## src/rtl/pe_lane_mac_pkg.sv

```systemverilog
// Shared state encoding and width helpers for the pe_lane_mac lane-parallel MAC.
package pe_pkg;

  typedef enum logic [1:0] {
    IDLE = 2'd0,
    RUN  = 2'd1,
    HOLD = 2'd2
  } pe_state_e;

  function automatic int pe_clog2(input int n);
    int r;
    r = 0;
    while ((64'(1) << r) < 64'(n)) r++;
    return r;
  endfunction

  // Counter width that never collapses to zero bits when only one value is needed.
  function automatic int pe_width(input int n);
    return (pe_clog2(n) == 0) ? 1 : pe_clog2(n);
  endfunction

endpackage

```

## src/rtl/pe_lane_mac_adder_tree.sv

```systemverilog
// Combinational sum of LANES signed W x W products, sign-extended to ACC_WIDTH.
module pe_lane_adder_tree #(
  parameter int W         = 8,
  parameter int LANES     = 4,
  parameter int ACC_WIDTH = 23
) (
  input  logic [LANES*W-1:0]          a_flat,
  input  logic [LANES*W-1:0]          b_flat,
  output logic signed [ACC_WIDTH-1:0] sum
);

  logic signed [2*W-1:0] prod;

  always_comb begin
    sum  = '0;
    prod = '0;
    for (int unsigned i = 0; i < LANES; i++) begin
      prod = $signed(a_flat[i*W +: W]) * $signed(b_flat[i*W +: W]);
      sum  = sum + ACC_WIDTH'(prod);
    end
  end

endmodule

```

## src/rtl/pe_lane_mac.sv

```systemverilog
// Lane-parallel dot product plus bias: LANES products per cycle, IDLE/RUN/HOLD handshake.
// Optional macro PE_LANE_RELU_EN clamps negative results to zero.
module pe_lane_mac
  import pe_pkg::*;
#(
  parameter int VECTOR_LENGTH = 64,
  parameter int W             = 8,
  parameter int LANES         = 4,
  parameter int ACC_WIDTH     = 2*W + pe_clog2(VECTOR_LENGTH) + 1
) (
  input  logic                          clk,
  input  logic                          reset,
  input  logic                          in_valid,
  output logic                          in_ready,
  input  logic [W*VECTOR_LENGTH-1:0]    in_vector_flat,
  input  logic [W*VECTOR_LENGTH-1:0]    weight_row_flat,
  input  logic signed [W-1:0]           bias,
  output logic                          out_valid,
  input  logic                          out_ready,
  output logic signed [ACC_WIDTH-1:0]   result
);

  localparam int BEATS  = VECTOR_LENGTH / LANES;
  localparam int BEAT_W = pe_width(BEATS);
  localparam int SLICE  = LANES * W;

  if (VECTOR_LENGTH % LANES != 0) begin : g_bad_lanes
    $error("pe_lane_mac: VECTOR_LENGTH must be a multiple of LANES");
  end

  pe_state_e                   state, state_n;
  logic [W*VECTOR_LENGTH-1:0]  x_q, w_q;
  logic signed [W-1:0]         bias_q;
  logic signed [ACC_WIDTH-1:0] acc, lane_sum, acc_next, final_sum, result_d;
  logic [BEAT_W-1:0]           beat;
  logic                        accept, last_beat;

  assign in_ready  = (state == IDLE);
  assign out_valid = (state == HOLD);
  assign accept    = in_valid && in_ready;
  assign last_beat = (state == RUN) && (beat == BEAT_W'(BEATS - 1));

  // Operand registers shift down one slice per beat, so the lanes always read the low slice.
  pe_lane_adder_tree #(
    .W         (W),
    .LANES     (LANES),
    .ACC_WIDTH (ACC_WIDTH)
  ) u_tree (
    .a_flat (x_q[SLICE-1:0]),
    .b_flat (w_q[SLICE-1:0]),
    .sum    (lane_sum)
  );

  always_comb begin
    acc_next  = acc + lane_sum;
    final_sum = acc_next + ACC_WIDTH'(bias_q);
`ifdef PE_LANE_RELU_EN
    result_d  = final_sum[ACC_WIDTH-1] ? '0 : final_sum;
`else
    result_d  = final_sum;
`endif
  end

  always_comb begin
    state_n = state;
    case (state)
      IDLE:    if (accept)    state_n = RUN;
      RUN:     if (last_beat) state_n = HOLD;
      HOLD:    if (out_ready) state_n = IDLE;
      default: state_n = IDLE;
    endcase
  end

  always_ff @(posedge clk) begin
    if (reset) state <= IDLE;
    else       state <= state_n;
  end

  always_ff @(posedge clk) begin
    if (reset) begin
      x_q    <= '0;
      w_q    <= '0;
      bias_q <= '0;
      acc    <= '0;
      beat   <= '0;
      result <= '0;
    end else if (accept) begin
      x_q    <= in_vector_flat;
      w_q    <= weight_row_flat;
      bias_q <= bias;
      acc    <= '0;
      beat   <= '0;
    end else if (state == RUN) begin
      x_q  <= x_q >> SLICE;
      w_q  <= w_q >> SLICE;
      acc  <= acc_next;
      beat <= beat + 1'b1;
      if (last_beat) result <= result_d;
    end
  end

endmodule

```

## config.mk

```make
export PLATFORM = sky130hd
export DESIGN_NAME = pe_lane_mac
export DESIGN_NICKNAME = d
export VERILOG_FILES = /design/src/rtl/pe_lane_mac_pkg.sv /design/src/rtl/pe_lane_mac_adder_tree.sv /design/src/rtl/pe_lane_mac.sv
export SDC_FILE = /design/constraint.sdc
export NUM_CORES = 2
export LEC_CHECK = 0
export ABC_AREA = 1
export BUFFER_PORTS_ARGS = -buffer_cell sky130_fd_sc_hd__buf_2
export CELL_PAD_IN_SITES_DETAIL_PLACEMENT = 2
export CELL_PAD_IN_SITES_GLOBAL_PLACEMENT = 2
export CORE_MARGIN = 2
export CORE_UTILIZATION = 32
export DETAILED_ROUTE_END_ITERATION = 8
export GPL_ROUTABILITY_DRIVEN = 1
export PLACE_DENSITY_LB_ADDON = 0.05
export RECOVER_POWER = 100
export SYNTH_ARGS = -nofsm -noshare
export SYNTH_HDL_FRONTEND = slang
export SYNTH_SLANG_ARGS = --single-unit
export TNS_END_PERCENT = 1
```

## constraint.sdc

```tcl
create_clock -name clk -period 12.8 [get_ports clk]
set_clock_uncertainty 0.05 [all_clocks]
set_input_delay 2.56 -clock clk [delete_from_list [all_inputs] [get_ports clk]]
set_output_delay 2.56 -clock clk [all_outputs]
set_load 0.005 [all_outputs]
```

==> out/metrics.yaml <==
clock_sinks: 1084
numCtsBuffers: 137
cts.repair.resized: 0
yosysWarnings: 0
die_width_um: 427
crit_family: "adder cells"
violations: "max-capacitance violations, max-slew violations"
cp.buffers_inverters: 9
final_cell_mix: "nand2_1 (3,267), dfxtp_1 (1,084), buf_2 (1,036)"
fp-row-count: 155
finalCriticalPeriod_ns: 11.43
synth_top_area_frac: 0.378
ys_ff_latch: 1084
syn_inst: 7698
cellLeakagePower_uw: 0.0297
hold_class: "register to register"
io_pins: 1061
overflow: 0
antenna_found_initial: 278
arrival_ns: 12.05
dp.final_hpwl_mm: 223
ir_worst_vdd_uv: 150
yosysUniqueCellTypes: 37
syn_to_final_growth_pct: 19.5
routedWlPerCell_um: 26.0
stdcell_area_sq_mm: 0.0685
final_common_cell: "nand2_1"
worstMarginPinSlew_ns: 5.90
cts_root_buffer: "clkbuf_16"
fill_cells: 21000
p_per_area_mw_per_mm2: 181
fin_util: 0.385
postPlaceCellArea_sq_mm: 0.0638
hold_viol_final: 0
power_uw: 12400
drive_above_1_share: 0.156
critPathRequiredTime_ns: 13.42
worst_setup_path_end_kind: "register"
cp-startpoint: "x_q[2]"
max_cap_viol_count: 8
ys.flop_type: "dfxtp_1"
setup_ws_ns: 1.37
synth_area_sq_mm: 0.0574
final.period_utilization: 0.893
drt_iter0_drc: 3107
seq_area_frac_synth: 0.378
grt_pass1_vias: 60500
routed_wl_mm: 286
fin_tns_setup_ns: 0
die_area_sq_mm: 0.183
grt_usage: 0.307
die_h_um: 427
clk_latency_ns: 0.79
clk_path_buf_depth: 3
drtAntennaViolNets: 0
post-cts-setup-buffers: 0
drc: 0
cp-start-kind: "register"
crit_slowest_cell: "o21ai_0"
crit_fanout: 9
synth-edff-count: 0
postSynthAreaPerCell_sq_um: 7.45
place_ws_ns: 1.70
async_flop_share: 0
slew_headroom: -2.93
grt_pass1_wl_mm: 410
rsz0062_at_grt: "false"
slew_violations: 1071
first_pass_iters: 6
cts_hold_buffers: 0
crit_type: "register to register"
cts_tree: "yes"
synth_top_area_cell: "dfxtp_1"
vias: 56600
syn_nets: 9244
setup-violations-final: 0
min_from: "w_q[496]"
nets: 9963
rr_startpoint: "x_q[2]"
grt_max_degree: 210
gp_congestion: 0.899
outcome: "finished with violations"
port_buffers: 1060
synth_area_leaders: "dfxtp_1 (38%), nand2_1 (21%), fa_1 (12%)"
avgViaCountPerCell: 5.14
core_area_sq_mm: 0.178
critical-path-max-stage-delay_ns: 0.96
fmax_ghz: 0.0875
initial_core_util: 0.322
htree_levels: 4
path_clk_slew_ns: 0.06
## metal layers
metal / vias to the layer above / GRT usage / routed length, um / part of all wire
met3: 695 / 0.0775 / 16500 / 0.058
met1: 28100 / 0.336 / 108000 / 0.38
met5: - / 0 / 1100 / 0.0038
met2: 1322 / 0.544 / 144000 / 0.50
li1: 26200 / - / - / -
met4: 170 / 0.158 / 16100 / 0.056
## cells in the mapped netlist, types with 4 or more instances
library cell     n
or2_2           16
dfxtp_1       1084
buf_1           16
o21bai_1         7
a21oi_1        152
fa_1           354
buf_2          196
o21ai_1         12
inv_1          712
nand2_1       3267
nand4_1         11
a31oi_1        901
nor2_1         153
buf_4            7
o21ai_2          4
xnor2_1         23
a211oi_1        27
o21ai_0         90
nand3_1         84
xor2_1          31
o31ai_1          5
inv_2            4
ha_1           156
o211ai_1        43
clkbuf_1       312
nor3_1          11
## worst paths after layout
| check | to | depth (start not counted) | slack [ns] |
|---|---|---|---|
| setup / recovery | result[22] | 41 | 1.37 |
| hold / removal | w_q[496] | 2 | 0.41 |
| hold reg to reg | w_q[496] | 2 | 0.41 |
| setup reg to reg | result[22] | 41 | 1.37 |
## cells by family after synthesis
logic type      synth area share
compound gates             0.133
xor+xnor                 0.00824
fa+ha+maj                  0.158
buf+inv                   0.0865
flops                      0.378
simple gates               0.237
## worst reg2reg max path: cells and delay by family, from the launching register on
| family | cells | cell delay (ns) |
|---|---|---|
| buffers and inverters | 9 | 0.57 |
| AND/OR/NAND/NOR | 14 | 1.68 |
| XOR/XNOR | 2 | 0.46 |
| AO/OA/AOI/OAI | 3 | 1.96 |
| flip-flops | 1 | 0.58 |
| adder cells (fa/ha/maj) | 13 | 6.04 |
## flip-flops by register name, summed over array words and instances, names as in the netlist
register / count
w_q: 512
x_q: 512
acc: 23
result: 23
bias_q: 8
beat: 4
state: 2
## where the power goes
part | switching, uW | total (uW) | leakage, uW | internal, uW
clock | 1670 | 3950 | 0.00224 | 2280
sequential | 223 | 3860 | 0.00891 | 3640
combinational | 3040 | 4610 | 0.0185 | 1580
total | 4930 | 12400 | 0.0297 | 7490
## layout make-up
cell class / instances / area [sq um] / share of cell area
flip-flops and latches: 1084 / 21700 / 0.317
diodes: 123 / 308 / 0.00449
inverters: 719 / 2710 / 0.0395
well taps: 2355 / 2950 / 0.0430
clock buffers: 208 / 4100 / 0.0598
repair buffers: 1111 / 5670 / 0.0827
multi-input cells: 5364 / 30700 / 0.448
clock inverters: 42 / 417 / 0.00608
## metrics by stage
| stage | hold slack (ns) | instances |
|---|---|---|
| 2_1_floorplan | 0.390 | 7698 |
| 5_1_grt | 0.432 | 11000 |
| 3_5_place_dp | 0.409 | 10600 |
| 6_report | 0.413 | 11000 |
| 3_3_place_gp | 0.399 | 10600 |
| 4_1_cts | 0.418 | 10900 |
(Power assumes the default switching activity.)
